## config.mk

```make
export PLATFORM = sky130hd
export DESIGN_NAME = lane_receiver
export DESIGN_NICKNAME = d
export VERILOG_FILES = /design/src/rtl/aurora_pkg.sv /design/src/rtl/rx_char_classifier.sv /design/src/rtl/lane_receiver.sv
export SDC_FILE = /design/constraint.sdc
export NUM_CORES = 1
export LEC_CHECK = 0
export BUFFER_PORTS_ARGS = -buffer_cell sky130_fd_sc_hd__buf_2
export CAP_MARGIN = 20
export CORE_UTILIZATION = 45
export DETAILED_ROUTE_END_ITERATION = 6
export PLACE_DENSITY = 0.66
export SETUP_SLACK_MARGIN = 0.4
export SYNTH_ARGS = -nofsm -noshare
export SYNTH_HDL_FRONTEND = slang
export SYNTH_SLANG_ARGS = --single-unit
```

## constraint.sdc

```tcl
create_clock -name clk -period 4.2 [get_ports clk]
set_input_delay 0.84 -clock clk [delete_from_list [all_inputs] [get_ports clk]]
set_output_delay 0.84 -clock clk [all_outputs]
set_load 0.005 [all_outputs]
```

## src/rtl/aurora_pkg.sv

```systemverilog
// ==========================================================================
// aurora_pkg: shared character codes and state types for the Aurora lane.
// Rev 1.0
// ==========================================================================
`default_nettype none

package aurora_pkg;

  localparam int ENCODER_DATA_IN_SIZE = 8;

  localparam logic [7:0] K_CHAR    = 8'hBC;
  localparam logic [7:0] R_CHAR    = 8'h1C;
  localparam logic [7:0] A_CHAR    = 8'h7C;
  localparam logic [7:0] V_CHAR    = 8'hFC;
  localparam logic [7:0] SCP1_CHAR = 8'h5C;
  localparam logic [7:0] SCP2_CHAR = 8'hFB;
  localparam logic [7:0] ECP1_CHAR = 8'hFD;
  localparam logic [7:0] ECP2_CHAR = 8'hFE;

  typedef enum logic [3:0] {
    RX_NONE, RX_DATA, RX_K, RX_R, RX_A, RX_V,
    RX_SCP1, RX_SCP2, RX_ECP1, RX_ECP2, RX_BADCTRL, RX_ERR
  } rx_char_e;

  typedef enum logic [1:0] {
    LANE_ALIGN, LANE_VERIFY, LANE_READY
  } lane_rx_state_e;

  typedef enum logic [1:0] {
    FR_IDLE, FR_SCP1, FR_FRAME, FR_ECP1
  } frame_rx_state_e;

endpackage

`default_nettype wire

```

## src/rtl/rx_char_classifier.sv

```systemverilog
// ==========================================================================
// rx_char_classifier: maps a decoded character to its rx_char_e class.
// Rev 1.0
// ==========================================================================
`default_nettype none

module rx_char_classifier
  import aurora_pkg::*;
(
  input  logic                            ctrl_in,
  input  logic [ENCODER_DATA_IN_SIZE-1:0] data_in,
  input  logic                            decode_err,
  output rx_char_e                        char_class
);

  // A decode error overrides everything so a corrupted delimiter is never acted on.
  always_comb begin
    char_class = RX_DATA;
    if (decode_err) begin
      char_class = RX_ERR;
    end else if (ctrl_in) begin
      case (data_in)
        K_CHAR:    char_class = RX_K;
        R_CHAR:    char_class = RX_R;
        A_CHAR:    char_class = RX_A;
        V_CHAR:    char_class = RX_V;
        SCP1_CHAR: char_class = RX_SCP1;
        SCP2_CHAR: char_class = RX_SCP2;
        ECP1_CHAR: char_class = RX_ECP1;
        ECP2_CHAR: char_class = RX_ECP2;
        default:   char_class = RX_BADCTRL;
      endcase
    end
  end

endmodule

`default_nettype wire

```

## src/rtl/lane_receiver.sv

```systemverilog
// ==========================================================================
// lane_receiver: Aurora 8B/10B receive lane bring-up and frame delimiting.
// Rev 1.0
// ==========================================================================
`default_nettype none

module lane_receiver
  import aurora_pkg::*;
#(
  parameter int VERIFY_COUNT = 64,
  parameter int ERR_LIMIT    = 4
) (
  input  logic                            clk,
  input  logic                            rst_n,
  input  logic                            ctrl_in,
  input  logic [ENCODER_DATA_IN_SIZE-1:0] data_in,
  input  logic                            decode_err,
  output logic                            lane_up,
  output logic [7:0]                      rx_data,
  output logic                            rx_valid,
  output logic                            rx_last,
  output logic                            frame_err,
  output logic                            soft_err,
  output logic                            got_a,
  output rx_char_e                        rx_char
);

  localparam int VCNT_W = $clog2(VERIFY_COUNT + 1);
  localparam int ECNT_W = $clog2(ERR_LIMIT + 1);

  rx_char_e        cls;
  lane_rx_state_e  lane_state, lane_next;
  frame_rx_state_e frame_state, frame_next;
  logic [VCNT_W-1:0] vcnt, vcnt_next;
  logic [ECNT_W-1:0] ecnt, ecnt_next;
  logic [7:0] hold, hold_next;
  logic       hold_full, hold_full_next;
  logic [7:0] data_next;
  logic       valid_next, last_next, ferr_next, serr_next, gota_next;

  rx_char_classifier u_classifier (
    .ctrl_in    (ctrl_in),
    .data_in    (data_in),
    .decode_err (decode_err),
    .char_class (cls)
  );

  // Lane initialisation and error-run tracking.
  always_comb begin
    lane_next = lane_state;
    vcnt_next = vcnt;
    ecnt_next = ecnt;
    serr_next = 1'b0;
    gota_next = 1'b0;
    case (lane_state)
      LANE_ALIGN: begin
        if (cls == RX_K) begin
          lane_next = LANE_VERIFY;
          vcnt_next = '0;
        end
      end
      LANE_VERIFY: begin
        case (cls)
          RX_ERR: lane_next = LANE_ALIGN;
          RX_V: begin
            if (vcnt == VCNT_W'(VERIFY_COUNT - 1)) begin
              lane_next = LANE_READY;
              vcnt_next = '0;
              ecnt_next = '0;
            end else begin
              vcnt_next = vcnt + 1'b1;
            end
          end
          RX_K, RX_R, RX_A: ;
          default: vcnt_next = '0;
        endcase
      end
      LANE_READY: begin
        if (cls == RX_ERR) begin
          serr_next = 1'b1;
          if (ecnt == ECNT_W'(ERR_LIMIT - 1)) begin
            lane_next = LANE_ALIGN;
            ecnt_next = '0;
          end else begin
            ecnt_next = ecnt + 1'b1;
          end
        end else begin
          ecnt_next = '0;
          gota_next = (cls == RX_A);
        end
      end
      default: lane_next = LANE_ALIGN;
    endcase
  end

  // Frame delimiting; the one-byte hold lets the final byte carry rx_last when ECP arrives.
  always_comb begin
    frame_next     = frame_state;
    hold_next      = hold;
    hold_full_next = hold_full;
    data_next      = rx_data;
    valid_next     = 1'b0;
    last_next      = 1'b0;
    ferr_next      = 1'b0;
    if (lane_state != LANE_READY) begin
      frame_next     = FR_IDLE;
      hold_full_next = 1'b0;
    end else begin
      case (frame_state)
        FR_IDLE: begin
          if (cls == RX_SCP1) frame_next = FR_SCP1;
        end
        FR_SCP1: begin
          hold_full_next = 1'b0;
          if (cls == RX_SCP2) begin
            frame_next = FR_FRAME;
          end else begin
            frame_next = FR_IDLE;
            ferr_next  = 1'b1;
          end
        end
        FR_FRAME: begin
          case (cls)
            RX_DATA: begin
              if (hold_full) begin
                valid_next = 1'b1;
                data_next  = hold;
              end
              hold_next      = data_in;
              hold_full_next = 1'b1;
            end
            RX_K, RX_R, RX_A, RX_V: ;
            RX_ECP1: frame_next = FR_ECP1;
            RX_SCP1: begin
              frame_next     = FR_SCP1;
              hold_full_next = 1'b0;
              ferr_next      = 1'b1;
            end
            default: begin
              frame_next     = FR_IDLE;
              hold_full_next = 1'b0;
              ferr_next      = 1'b1;
            end
          endcase
        end
        FR_ECP1: begin
          frame_next     = FR_IDLE;
          hold_full_next = 1'b0;
          if (cls == RX_ECP2) begin
            if (hold_full) begin
              valid_next = 1'b1;
              last_next  = 1'b1;
              data_next  = hold;
            end
          end else begin
            ferr_next = 1'b1;
          end
        end
        default: frame_next = FR_IDLE;
      endcase
    end
  end

  always_ff @(posedge clk) begin
    if (!rst_n) begin
      lane_state  <= LANE_ALIGN;
      frame_state <= FR_IDLE;
      vcnt        <= '0;
      ecnt        <= '0;
      hold        <= '0;
      hold_full   <= 1'b0;
      lane_up     <= 1'b0;
      rx_data     <= '0;
      rx_valid    <= 1'b0;
      rx_last     <= 1'b0;
      frame_err   <= 1'b0;
      soft_err    <= 1'b0;
      got_a       <= 1'b0;
      rx_char     <= RX_NONE;
    end else begin
      lane_state  <= lane_next;
      frame_state <= frame_next;
      vcnt        <= vcnt_next;
      ecnt        <= ecnt_next;
      hold        <= hold_next;
      hold_full   <= hold_full_next;
      lane_up     <= (lane_next == LANE_READY);
      rx_data     <= data_next;
      rx_valid    <= valid_next;
      rx_last     <= last_next;
      frame_err   <= ferr_next;
      soft_err    <= serr_next;
      got_a       <= gota_next;
      rx_char     <= cls;
    end
  end

endmodule

`default_nettype wire
```

## After elaboration in Yosys (flattened, before gate mapping)

Index checks and enable logic that the tools add are counted.

| storage, ports and cells | value |
|---|---|
| flip-flop bits (word level) | 41 |
| input bits | 12 |
| output and inout port bits | 18 |
| logic and storage cells | 114 |

| cells by class | value |
|---|---|
| $add $sub $neg | 2 |
| eq/ne operators | 36 |
| multiplexer cells | 37 |
| bitwise gates (word level) | 4 |
| reductions and logical operators | 21 |

Operator list:

| kind | count |
|---|---|
| equality test 8 bit, second input constant | 5 |
| case mux 4 bit (8 select lines) | 1 |
| case mux 7 bit (2 select lines) | 2 |
| two-way mux 8 bit | 3 |
| inequality test 2 bit, second input constant | 10 |
| equality test 4 x 3 -> 1 bit, second input constant | 4 |
| equality test 8 x 7 -> 1 bit, second input constant | 2 |
| case mux 8 bit (2 select lines) | 1 |
| two-way mux 7 bit | 2 |
| equality test 4 bit, second input constant | 3 |
| two-way mux 2 bit | 6 |
| two-way mux 3 bit | 4 |
| case mux 2 bit (3 select lines) | 2 |
| OR reduction 5 bit | 2 |
| AND reduction 3 bit | 3 |
| equality test 2 bit, second input constant | 4 |
| equality test 4 x 2 -> 1 bit, second input constant | 2 |
| equality test 8 x 5 -> 1 bit, second input constant | 1 |
| two-way mux 4 bit | 2 |
| case mux 2 bit (4 select lines) | 1 |
| nonzero test 2 bit | 4 |
| adder 7 x 1 -> 7 bit, second input constant | 1 |
| equality test 7 x 6 -> 1 bit, second input constant | 1 |
| two-way mux 1 bit | 7 |
| other kinds (16) | 27 |

## Longest topological paths before layout

Gate-level depths: netlist of run 1.

| depth | value |
|---|---|
| depth in word-level cells | 8 |
| mapped depth | 8 |
| gate-level depth less buffers | 6 |

## Hierarchy

Synthesis of run 1 repeated with hierarchy kept, for this count alone.

| second synthesis, totals | value |
|---|---|
| cells, all modules | 224 |
| area total of the unflattened synthesis | 1983.2 sq um |

Modules (own cells, without submodules):

| module | times used | cells each | area each (sq um) | seq. area each (sq um) |
|---|---|---|---|---|
| lane_receiver | 1 | 202 | 1850.5 | 820.8 |
| rx_char_classifier | 1 | 22 | 132.6 | 0.0 |

## Worst setup path after synthesis of run 1

OpenSTA, ideal clock, no wires.

| timing | value |
|---|---|
| kind | input to register |
| start | in data_in[2] |
| end | reg vcnt[0] |
| setup time | 0.126 ns |
| arrival time | 2.444 ns |
| data required time | 4.074 ns |
| slack | 1.630 ns |
| stages | 6 |
| buffers on the path | 0 |
| path through | and4b_4 -> a21boi_0 -> a211o_4 -> or4_4 -> a31oi_4 -> o22ai_1 |

| between the ends | value |
|---|---|
| word-level cells in the longest chain between the ends | 8 |
| elaborated cells on any way between the ends | 22 |
| classes of those cells | 15 x eq/ne; 5 x mux; 2 x reduce/logical |

Ends and longest elaborated chain:

| what | RTL line | source |
|---|---|---|
| start, declared | lane_receiver.sv:16 | `input logic [ENCODER_DATA_IN_SIZE-1:0] data_in,` |
| equality test 8 bit (tied with other cells) | rx_char_classifier.sv:22 | `case (data_in)` |
| case mux 4 bit (8 select lines) * | rx_char_classifier.sv:22 |  |
| two-way mux 4 bit * | rx_char_classifier.sv:21 | `end else if (ctrl_in) begin` |
| two-way mux 4 bit * | rx_char_classifier.sv:19 | `if (decode_err) begin` |
| equality test 4 x 2 -> 1 bit (tied with other cells) | lane_receiver.sv:57, lane_receiver.sv:63 |  |
| OR reduction 4 bit (no line) | - |  |
| case mux 7 bit (2 select lines) or inequality test 2 bit (tied branches) | - |  |
| case mux 7 bit (2 select lines) or AND reduction 3 bit (tied branches) | - |  |
| end signal, assigned | lane_receiver.sv:183 | `vcnt <= vcnt_next;` |
| end, declared | lane_receiver.sv:34 | `logic [VCNT_W-1:0] vcnt, vcnt_next;` |

Mark *: on every way between the ends. The rest lies on a longest branch, timed or not.
A chain may end at the register's enable or synchronous reset.

## Worst setup path after layout of run 1

| timing | value |
|---|---|
| start | in data_in[6] |
| end | reg vcnt[0] |

The elaborated chain is that of the path after synthesis.

==> metrics.md, run 1 <==
| Metric | Value |
|---|---|
| Hpwl dp | `3010 microns` |
| Setup Skew | `3.540 ps` |
| Status | `complete, no violations` |
| Clk Latency, worst-skew pair | `290 ps` |
| Num CTS Buffers | `5` |
| Share of cells above drive strength 1 | `0.2048` |
| Syn_area_per_cell | `9.005 sq um` |
| Async SR Flop Fraction | `0` |
| Cts hold-fix bufs | `0` |
| CP peak stage delay | `530 ps` |
| Maximum buffer depth of the clock tree | `2` |
| CP endpoint kind | `flop` |
| CP Data Required Time | `4370 ps` |
| Placed Area | `0.002140 sq mm` |
| Power density cells | `308.3 mW/mm^2` |
| H-tree levels | `2` |
| Min-Delay Path Class | `reg2reg` |
| Placer Congestion | `0.8529` |
| Post-CTS Setup Inserts | `0` |
| Number of remaining DRC errors | `0` |
| P&R area growth vs syn | `13.64%` |
| Peak supply drop | `0.1486 mV` |
| Mux contribution to synthesized area | `0.05672` |
| Post-route ant nets | `0` |
| Leading cell type in the layout, fill and taps excluded | `dfxtp_1` |
| Final Util | `0.5459` |
| CP cell instances | `buf_2 -> and4_1 -> a41oi_1 -> o21ai_0 -> buf_2 -> or4_4 -> a31oi_4 -> o22ai_1` |
| Crit-path most repeated cell | `buf_2` |
| Fillers | `427` |
| Crit start category | `primary input` |
| Relative slew slack | `0.5414` |
| # setup viols final | `0` |
| Final Slew Violations | `0` |
| Die area | `0.004631 sq mm` |
| WS Path Type | `in2reg` |
| IO buf count | `29` |
| Synth Area in Compound Gates | `0.2243` |
| Footprint of the multi-input gates | `0.001085 sq mm` |
| Register area | `820.8 sq um` |
| Vias | `1707` |
| Sequential share of the synthesized area | `0.4181` |
| Reg2Reg Setup Slack | `2020 ps` |
| Worst hold start | `vcnt[6]` |
| Crit-path max FO | `10` |
| First-pass GRT wire length | `6658 microns` |
| I/O pins | `30` |
| Largest net degree at the start of global routing | `22` |
| Hold path depth | `2` |
| Clock sink count | `41` |
| Adder-Cell Fraction of Synth Area | `0.01785` |
| Cell family with the largest share of critical-path delay | `compound AO/OA/AOI/OAI gates` |
| Initial antenna violation count | `0` |
| Post-synthesis simple-gate area fraction | `0.2492` |
| Core ar. | `0.004086 sq mm` |
| Final hold violations | `0` |
| Period utilization | `0.6262` |
| Placement Setup Slack | `895.4 ps` |
| Synth cell types | `58` |
| Largest family of logic cells by synthesized area | `simple AND/OR/NAND/NOR gates` |
| Synthesized area | `0.001963 sq mm` |
| GRT Overall Usage | `0.1955` |
| Die X | `68.05 microns` |
| Number of diodes | `0` |
| Hold Path Sink | `vcnt[6]` |
| GRT overflow | `0` |
| Post-layout min period | `2630 ps` |
| Worst EP arrival | `2800 ps` |
| Layout Nets | `263` |
| Syn Nets | `232` |
| DRT Pass-1 Iters | `5` |
| Die H | `68.05 microns` |
| PnR Total Power | `0.6879 mW` |
| R2R depth | `6` |
| FF+latch count, synth | `41` |
| Vias in the first global route | `1364` |
| Xor and xnor area share after synthesis | `0.004461` |
| Via density | `5.709` |
| Slowest cell on crit path | `or4_4` |
| Initial DRC count | `130` |
| Worst Max-Slew Pin Slew | `687.1 ps` |
| Worst-path clk slew | `70 ps` |
| Setup TNS | `0 ps` |
| CTS root buffer | `clkbuf_8` |
| Leakage | `0.9479 nW` |
| Commonest non-fill, non-tap cells in the layout | `41 x dfxtp_1, 30 x buf_2, 19 x nor2_1, 17 x a21oi_1, 14 x nand3_1` |
| Worst Setup Slack, final | `1570 ps` |
| Post-CTS Resized | `0` |
| TritonCTS clock tree | `yes` |
| Post-synth EDFFs | `0` |
| MaxCap Viol Count | `0` |
| Synth Warn # | `0` |
| R2r startpoint | `vcnt[0]` |
| FMAX | `380.2 MHz` |
| Avg WL per Cell | `14.06 microns` |
| Final instance area | `0.002231 sq mm` |
| Initial Utilization | `0.4804` |
| Reg-to-reg endpoint | `lane_up` |
| RSZ-0062 raised after global routing | `false` |
| Routed WL | `4203 microns` |
| Site Rows | `23` |
| Post-synthesis cell count | `218` |
| Worst Path Buf+Inv | `2` |
| Ys flop type | `dfxtp_1` |
[report_power, final]
group | internal [mW] | leakage (nW) | switching (mW)
combinational | 0.0152 | 0.572 | 0.0320
sequential | 0.391 | 0.331 | 0.000703
clock | 0.130 | 0.0443 | 0.119
[flip-flops by register name (all words and copies together) (netlist names), 2 cells and up]
signal and count:
ecnt 3, frame_state 2, hold 8, lane_state 2, rx_char 4, rx_data 8
vcnt 7
[through the flow]
stage,hold WS [ps],instances
5_1_grt,468.5,299
3_3_place_gp,414.7,291
2_1_floorplan,407.6,218
3_5_place_dp,430.9,291
6_report,436.7,299
4_1_cts,441.1,298
[Yosys cell counts, drive strengths merged, types with 3 or more instances]
| master | number | area, sq um |
|---|---|---|
| a21oi | 17 | 85.08 |
| o21ai | 16 | 80.08 |
| nand4 | 3 | 25.02 |
| and2 | 3 | 18.77 |
| inv | 5 | 18.77 |
| nor2b | 4 | 25.02 |
| dfxtp | 41 | 820.8 |
| o2111ai | 3 | 26.28 |
| buf | 3 | 18.76 |
| nor2 | 19 | 71.32 |
| nand2 | 12 | 45.04 |
| nand2b | 6 | 37.54 |
| mux2i | 10 | 100.1 |
| nand3 | 14 | 70.07 |
| o211ai | 3 | 22.52 |
| and3 | 7 | 46.29 |
| nor3 | 3 | 15.01 |
| a31oi | 3 | 33.78 |
| nor4 | 3 | 18.77 |
| clkbuf | 3 | 11.26 |
[kinds of logic (layout without fill, tap and decap cells)]
logic type	count (synthesis)	in the layout
flops	41	41
mux	11	11
simple gates	87	87
buf+inv	12	43
fa+ha+maj	3	3
xor+xnor	1	1
compound gates	63	63
[layout make-up]
cell class / instances / area share
multi-input cells: 165 / 0.4863
repair buffers: 31 / 0.07067
clock buffers: 7 / 0.03870
inverters: 5 / 0.008413
well taps: 50 / 0.02804
flip-flops and latches: 41 / 0.3679
[layer usage]
layer | GRT usage | share of wire | vias up
met4 | 0.07813 | 0.015 | 0
met3 | 0.04500 | 0.051 | 7
met2 | 0.2463 | 0.40 | 52
met1 | 0.3064 | 0.54 | 771
li1 | - | - | 877
met5 | 0 | 0 | -
[worst min-delay path: stages (launching register included)]
cell and delay (ps):
dfxtp_1 310, nand2_1 50, a21oi_1 30
[worst max-delay path by stage]
stage / start / endpoint / slack [ps] / cells past startpoint
3_5_place_dp: data_in[2] / hold[1] / 900 / 7
3_3_place_gp: data_in[2] / hold[6] / 980 / 7
4_1_cts: data_in[2] / hold[1] / 1210 / 7
5_1_grt: data_in[6] / rx_data[2] / 1300 / 7
2_1_floorplan: data_in[2] / vcnt[0] / 1630 / 6
6_report: data_in[6] / vcnt[0] / 1570 / 8
Note: power is estimated with default switching activity, not from simulation.
==> inputs of run 2 (changes only) <==
--- a/config.mk
+++ b/config.mk
@@ -5,11 +5,12 @@
 export SDC_FILE = /design/constraint.sdc
 export NUM_CORES = 1
 export LEC_CHECK = 0
+export ABC_AREA = 1
 export BUFFER_PORTS_ARGS = -buffer_cell sky130_fd_sc_hd__buf_2
 export CAP_MARGIN = 20
 export CORE_UTILIZATION = 45
 export DETAILED_ROUTE_END_ITERATION = 6
-export PLACE_DENSITY = 0.66
+export PLACE_DENSITY = 0.65
 export SETUP_SLACK_MARGIN = 0.4
 export SYNTH_ARGS = -nofsm -noshare
 export SYNTH_HDL_FRONTEND = slang
==> constraint.sdc (replaced) <==
create_clock -name clk -period 2.7 [get_ports clk]
set_input_delay 0.54 -clock clk [delete_from_list [all_inputs] [get_ports clk]]
set_output_delay 0.54 -clock clk [all_outputs]
set_load 0.005 [all_outputs]
==> run 2 against run 1 <==
  * Via count is 7.8% higher
  * Count of clock-buffer cells in the layout shrank 1
  * Non-clock buffer count did not move
  * Synthesized area rose by 5.8%
  * Synthesized cell count up 39%
  * Clock skew shrank 0.72 ps
  * Largest cell class unchanged
  * Largest power group unchanged
==> metrics.md, run 2 <==
| Metric | Value |
|---|---|
| Layout Nets | `350 (+33%)` |
| Cts hold-fix bufs | `0 (unchanged)` |
| Number of remaining DRC errors | `0 (unchanged)` |
| Crit-path max FO | `10 (unchanged)` |
| Clock sink count | `41 (unchanged)` |
| Synth cell count leaders | `73 x nor2_1, 60 x nand2_1, 41 x dfxtp_1` |
| Post-layout min period | `1958 ps` |
| DRT Pass-1 Iters | `4 (-1)` |
| Ys flop type | `dfxtp_1` |
| Worst Setup Slack, final | `742.1 ps (-828.0 ps)` |
| R2r startpoint | `vcnt[0]` |
| Crit start category | `primary input` |
| Min-Delay Path Class | `reg2reg` |
| P&R area growth vs syn | `15.42%` |
| Synth Warn # | `0 (unchanged)` |
| Post-CTS Resized | `0 (unchanged)` |
| Power density cells | `511.4 mW/mm^2 (+66%)` |
| Top flop regs | `hold: 8 flops, rx_data: 8 flops, vcnt: 7 flops` |
| Commonest non-fill, non-tap cells in the layout | `73 x nor2_1, 60 x nand2_1, 41 x dfxtp_1, 33 x inv_1, 29 x buf_2` |
| Reg-to-reg endpoint | `vcnt[0]` |
| GRT overflow | `0 (unchanged)` |
| FF+latch count, synth | `41 (unchanged)` |
| R2R depth | `9 (+3)` |
| Routed WL | `4131 microns (-1.7%)` |
| CP endpoint kind | `flop` |
| Relative slew slack | `0.7308 (+0.1894)` |
| Period utilization | `0.7252` |
| Synthesized area | `0.002077 sq mm (+5.8%)` |
| Async SR Flop Fraction | `0 (unchanged)` |
| Setup Skew | `2.823 ps (-0.7163 ps)` |
| CP Data Required Time | `2890 ps (-1480 ps)` |
| Avg WL per Cell | `10.62 microns (-24%)` |
| Site Rows | `24 (+4.3%)` |
| Post-Place Cells | `381 (+31%)` |
| Syn Nets | `316 (+36%)` |
| Top cells by area, synth | `dfxtp_1 40%, nor2_1 13%, nand2_1 11%` |
| Sequential share of the synthesized area | `0.3952 (-0.02292)` |
| H-tree levels | `2 (unchanged)` |
| CTS root buffer | `clkbuf_8` |
| PnR Total Power | `1.226 mW (+78%)` |
| Clk Latency, worst-skew pair | `290 ps (about the same)` |
| GRT Overall Usage | `0.1858 (-0.009741)` |
| Slowest cell on crit path | `o21ai_2` |
| Synth cell types | `35 (-40%)` |
| TritonCTS clock tree | `yes` |
| Initial DRC count | `81 (-38%)` |
| Vias in the first global route | `1787 (+31%)` |
| Worst hold start | `ecnt[2]` |
| Via density | `4.730 (-17%)` |
| Initial antenna violation count | `0 (unchanged)` |
| Final Util | `0.5468 (+0.0008760)` |
| IO buf count | `29 (unchanged)` |
| Peak supply drop | `0.2709 mV (+82%)` |
| Leakage | `1.187 nW (+25%)` |
| Post-CTS Setup Inserts | `0 (unchanged)` |
| Die H | `69.94 microns (+2.8%)` |
| Die area | `0.004891 sq mm (+5.6%)` |
| Post-synth EDFFs | `0 (unchanged)` |
| Syn_area_per_cell | `6.877 sq um (-24%)` |
| CP peak stage delay | `260 ps (-270 ps)` |
| Maximum buffer depth of the clock tree | `2 (unchanged)` |
| Post-route ant nets | `0 (unchanged)` |
| Initial Utilization | `0.4737 (-0.006660)` |
| Setup TNS | `0 ps (unchanged)` |
| Share of cells above drive strength 1 | `0.2166 (+0.01180)` |
| Fin cells | `389 (+30%)` |
| First-pass GRT wire length | `7445 microns (+12%)` |
| Worst-path clk slew | `80 ps (about the same)` |
| Core ar. | `0.004384 sq mm (+7.3%)` |
| Reg2Reg Setup Slack | `900 ps (-1120 ps)` |
| I/O pins | `30 (unchanged)` |
| Num CTS Buffers | `5 (unchanged)` |
| Area leader, netlist | `dfxtp_1` |
| MaxCap Viol Count | `0 (unchanged)` |
| Largest net degree at the start of global routing | `26 (+18%)` |
| # setup viols final | `0 (unchanged)` |
| Die X | `69.94 microns (+2.8%)` |
| Worst EP arrival | `2150 ps (-650 ps)` |
| CP cell instances | `buf_2 -> inv_2 -> nand2_1 -> inv_2 -> nand4_1 -> nor2_1 -> nand4_1 -> o21ai_2 -> nand2_2 -> o21bai_1 -> inv_1` |
| Vias | `1840 (+7.8%)` |
| Hold path depth | `2 (unchanged)` |
| WS Path Type | `in2reg` |
| Post-synthesis cell count | `302 (+39%)` |
| Hold Path Sink | `ecnt[2]` |
| Leading cell type in the layout, fill and taps excluded | `nor2_1` |
| Status | `complete, no violations` |
| Worst Max-Slew Pin Slew | `402.3 ps (-284.8 ps)` |
| FMAX | `510.7 MHz` |
| Post-synth top area share | `0.3952 (-0.02292)` |
| Number of diodes | `0 (unchanged)` |
| Final hold violations | `0 (unchanged)` |
| Placer Congestion | `0.8519 (-0.12%)` |
| Most frequent cell after synthesis | `nor2_1` |
| RSZ-0062 raised after global routing | `false` |
| Final Slew Violations | `0 (unchanged)` |
| Placement Setup Slack | `457.0 ps (-438.4 ps)` |
| Hpwl dp | `3126 microns (+3.8%)` |
[run 2: per-stage QoR]
step           hold slack, ps  instance area [sq um]
2_1_floorplan           422.5                   2077
3_3_place_gp            440.5                   2277
3_5_place_dp            438.6                   2277
4_1_cts                 451.1                   2397
5_1_grt                 478.1                   2397
6_report                445.3                   2397
[run 2: critical path, delay by kind of cell]
family	cells	cell delay [ps]
and+or+nand+nor	5	800
AOI/OAI and AO/OA	2	410
buffers and inverters	4	390
[run 2: layout make-up]
class / count / area (sq um)
multi-input combinational: 216 / 1077
tap: 52 / 65.06
clock buffer: 6 / 82.58
inverter: 41 / 153.9
clock inverter: 2 / 37.54
sequential: 41 / 820.8
timing repair buffer: 31 / 160.2
fill: 437 / 1987
[run 2: where the power goes]
group | internal [mW] | switching (mW) | total (mW)
clock network | 0.301 | 0.213 | 0.513
logic | 0.0322 | 0.0613 | 0.0935
registers | 0.613 | 0.00625 | 0.619
[run 2: cell families after synthesis]
group / count (synthesis) / share of synthesized area
flops: 41 / 0.3952
fa+ha+maj: 2 / 0.01205
buf+inv: 45 / 0.08614
xor+xnor: 3 / 0.01265
compound gates: 30 / 0.08375
simple gates: 181 / 0.4102
[run 2: metal layers]
layer	share of wire	up-vias	GRT usage
li1	-	1005	-
met1	0.51	790	0.2441
met2	0.43	39	0.3002
met3	0.045	6	0.03463
met4	0.014	0	0.07556
met5	0	-	0
[run 2: how the worst max path moves through the flow]
| stage | start | to | slack [ps] | cells past startpoint |
|---|---|---|---|---|
| 2_1_floorplan | data_in[1] | hold[0] | 850 | 14 |
| 3_3_place_gp | decode_err | vcnt[6] | 480 | 11 |
| 3_5_place_dp | decode_err | vcnt[6] | 460 | 11 |
| 4_1_cts | decode_err | vcnt[6] | 770 | 11 |
| 5_1_grt | decode_err | vcnt[4] | 570 | 12 |
| 6_report | decode_err | vcnt[6] | 740 | 11 |
==> inputs of run 3 (changes only) <==
--- a/config.mk
+++ b/config.mk
@@ -10,7 +10,7 @@
 export CAP_MARGIN = 20
 export CORE_UTILIZATION = 45
 export DETAILED_ROUTE_END_ITERATION = 6
-export PLACE_DENSITY = 0.65
+export PLACE_DENSITY = 0.68
 export SETUP_SLACK_MARGIN = 0.4
 export SYNTH_ARGS = -nofsm -noshare
 export SYNTH_HDL_FRONTEND = slang
==> constraint.sdc (replaced) <==
create_clock -name clk -period 1.8 [get_ports clk]
set_input_delay 0.36 -clock clk [delete_from_list [all_inputs] [get_ports clk]]
set_output_delay 0.36 -clock clk [all_outputs]
set_load 0.005 [all_outputs]
==> run 3 against run 2 <==
  * Critical path type unchanged
  * Highest routed layer unchanged
  * Utilization rose by 20 points
  * Clock power rose by 51%
  * Non-clock buffer count rose by 51
  * Clock skew rose by 0.88 ps
  * Largest cell class unchanged
  * Register-to-register slack got worse by 690 ps
==> metrics.md, run 3 (synthesized netlist as in run 2, its figures left out) <==
| Metric | Value |
|---|---|
| Largest net degree at the start of global routing | `26 (unchanged)` |
| Clock sink count | `41 (unchanged)` |
| I/O pins | `30 (unchanged)` |
| Post-layout min period | `1753 ps` |
| Via density | `5.120 (+8.2%)` |
| Placer Congestion | `0.9298 (+9.1%)` |
| Stages on the worst setup path | `16 (+5)` |
| DRT Pass-1 Iters | `6 (+2)` |
| Clk Latency, worst-skew pair | `290 ps (about the same)` |
| Worst-path clk slew | `80 ps (about the same)` |
| CTS root buffer | `clkbuf_8` |
| Site Rows | `24 (unchanged)` |
| Setup crit start | `data_in[6]` |
| Crit start category | `primary input` |
| TritonCTS clock tree | `yes` |
| R2R depth | `7 (-2)` |
| CP endpoint kind | `flop` |
| MaxCap Viol Count | `0 (unchanged)` |
| CP Data Required Time | `2030 ps (-860 ps)` |
| Fillers | `315 (-28%)` |
| Core ar. | `0.004384 sq mm (unchanged)` |
| Initial Utilization | `0.4737 (unchanged)` |
| Reg2Reg Setup Slack | `210 ps (-690 ps)` |
| First-pass GRT wire length | `8818 microns (+18%)` |
| Number of diodes | `0 (unchanged)` |
| Commonest non-fill, non-tap cells in the layout | `53 x nor2_1, 47 x buf_4, 41 x nand2_1, 39 x dfxtp_1, 31 x inv_1` |
| Register area | `823.3 sq um (+0.30%)` |
| Cell family with the largest share of critical-path delay | `simple AND/OR/NAND/NOR gates` |
| Die area | `0.004891 sq mm (unchanged)` |
| Avg WL per Cell | `13.17 microns (+24%)` |
| Layout Nets | `402 (+15%)` |
| Placed Area | `0.002580 sq mm (+13%)` |
| Leading cell type in the layout, fill and taps excluded | `nor2_1` |
| Leakage | `1.561 nW (+32%)` |
| Final instance area | `0.003259 sq mm (+36%)` |
| Final Util | `0.7434 (+0.1966)` |
| Hpwl dp | `3332 microns (+6.6%)` |
| GRT Overall Usage | `0.2241 (+0.03826)` |
| CP endpoint | `vcnt[1]` |
| WS Path Type | `in2reg` |
| Initial DRC count | `96 (+19%)` |
| Post-route ant nets | `0 (unchanged)` |
| Worst EP arrival | `1980 ps (-170 ps)` |
| Worst Max-Slew Pin Slew | `362.3 ps (-39.95 ps)` |
| # setup viols final | `0 (unchanged)` |
| Vias in the first global route | `2030 (+14%)` |
| Share of cells above drive strength 1 | `0.4859 (+0.2692)` |
| Setup Skew | `3.708 ps (+0.8845 ps)` |
| Status | `complete, no violations` |
| Peak supply drop | `0.3304 mV (+22%)` |
| Crit-path max FO | `4 (-6)` |
| Final Slew Violations | `0 (unchanged)` |
| Relative slew slack | `0.7559 (+0.02507)` |
| IO buf count | `29 (unchanged)` |
| CP cell instances | `buf_8 -> inv_1 -> nand2_1 -> nor2_2 -> nand2_2 -> nand4_1 -> buf_4 -> buf_4 -> nor2_4 -> nand2_2 -> nand3_1 -> nand2_2 -> buf_4 -> nand3_2 -> nand2_1 -> nor2_1` |
| Die H | `69.94 microns (unchanged)` |
| Final hold violations | `0 (unchanged)` |
| GRT overflow | `0 (unchanged)` |
| R2r startpoint | `frame_state[1]` |
| Min-Delay Path Class | `in2reg` |
| CP peak stage delay | `160 ps (-100 ps)` |
| Worst Path Buf+Inv | `5 (+1)` |
| Period utilization | `0.9737` |
| RSZ-0062 raised after global routing | `true` |
| Vias | `2258 (+23%)` |
| Footprint of the multi-input gates | `0.001438 sq mm (+33%)` |
| Initial antenna violation count | `0 (unchanged)` |
| Num CTS Buffers | `5 (unchanged)` |
| Die X | `69.94 microns (unchanged)` |
| Number of remaining DRC errors | `0 (unchanged)` |
| Setup TNS | `0 ps (unchanged)` |
| Routed WL | `5807 microns (+41%)` |
| FMAX | `570.6 MHz` |
| Slowest cell on crit path | `buf_4` |
| P&R area growth vs syn | `56.93%` |
| Reg-to-reg endpoint | `hold[1]` |
| Top flop regs | `hold: 8 flops, rx_data: 8 flops, vcnt: 7 flops` |
| Maximum buffer depth of the clock tree | `2 (unchanged)` |
| H-tree levels | `2 (unchanged)` |
| Power density cells | `603.8 mW/mm^2 (+18%)` |
-- run 3: cell count changes in the layout (fill, tap and decap cells not counted), sizes merged --
cell | before | now
buf | 31 | 82
clkbuf | 6 | 7
clkinvlp | 1 | 0
nand3 | 19 | 20
-- run 3: final cells by class --
cell class | instances | area share
multi-input combinational | 217 | 0.4411
timing repair buffer | 82 | 0.1950
tap | 52 | 0.01996
clock inverter | 1 | 0.009213
inverter | 41 | 0.05566
clock buffer | 7 | 0.02649
sequential | 41 | 0.2526
-- run 3: power breakdown --
group          leakage, nW  internal, mW  switching (mW)  total [mW]
Sequential           0.333         0.920          0.0109       0.930
Combinational         1.17         0.122           0.140       0.262
Clock               0.0585         0.452           0.323       0.775
-- run 3: worst reg2reg max path: stages, from the launching register on --
cell,delay (ps)
dfxtp_1,410
inv_1,130
nor2_2,310
nand3_2,170
nor2_4,170
buf_6,120
o21ai_0,90
nor2_1,120
-- run 3: per-layer routing --
metal | track usage | share of wire | wire [microns]
met1 | 0.2723 | 0.41 | 2408
met2 | 0.3803 | 0.52 | 3015
met3 | 0.04185 | 0.038 | 223
met5 | 0 | 0 | 0
met4 | 0.1067 | 0.027 | 159
-- run 3: worst min path at each step --
| stage | from | to | slack [ps] | depth (start not counted) |
|---|---|---|---|---|
| finish | data_in[5] | hold[5] | 380 | 4 |
| global route | data_in[6] | hold[6] | 390 | 4 |
| CTS | decode_err | ecnt[2] | 360 | 3 |
| detailed placement | ecnt[2] | ecnt[2] | 440 | 2 |
| global placement | ecnt[2] | ecnt[2] | 440 | 2 |
| floorplan | ecnt[2] | ecnt[2] | 420 | 2 |
-- run 3: metrics by stage --
step	power, mW	setup WS [ps]	std cells	hold WS [ps]
floorplan	1.054	151.6	302	422.5
global placement	1.136	-135.8	411	439.7
detailed placement	1.138	-201.8	411	439.7
CTS	1.931	171.9	434	359.5
global route	2.035	-72.55	441	392.1
finish	1.968	47.38	441	376.7
-- run 3: repair_timing --
action	CTS	global route
hold buffers	0	0
pin swaps	30	20
gates resized for setup	59	48
gates cloned	1	0
endpoints found under the setup margin	34	36
buffers inserted	14	7
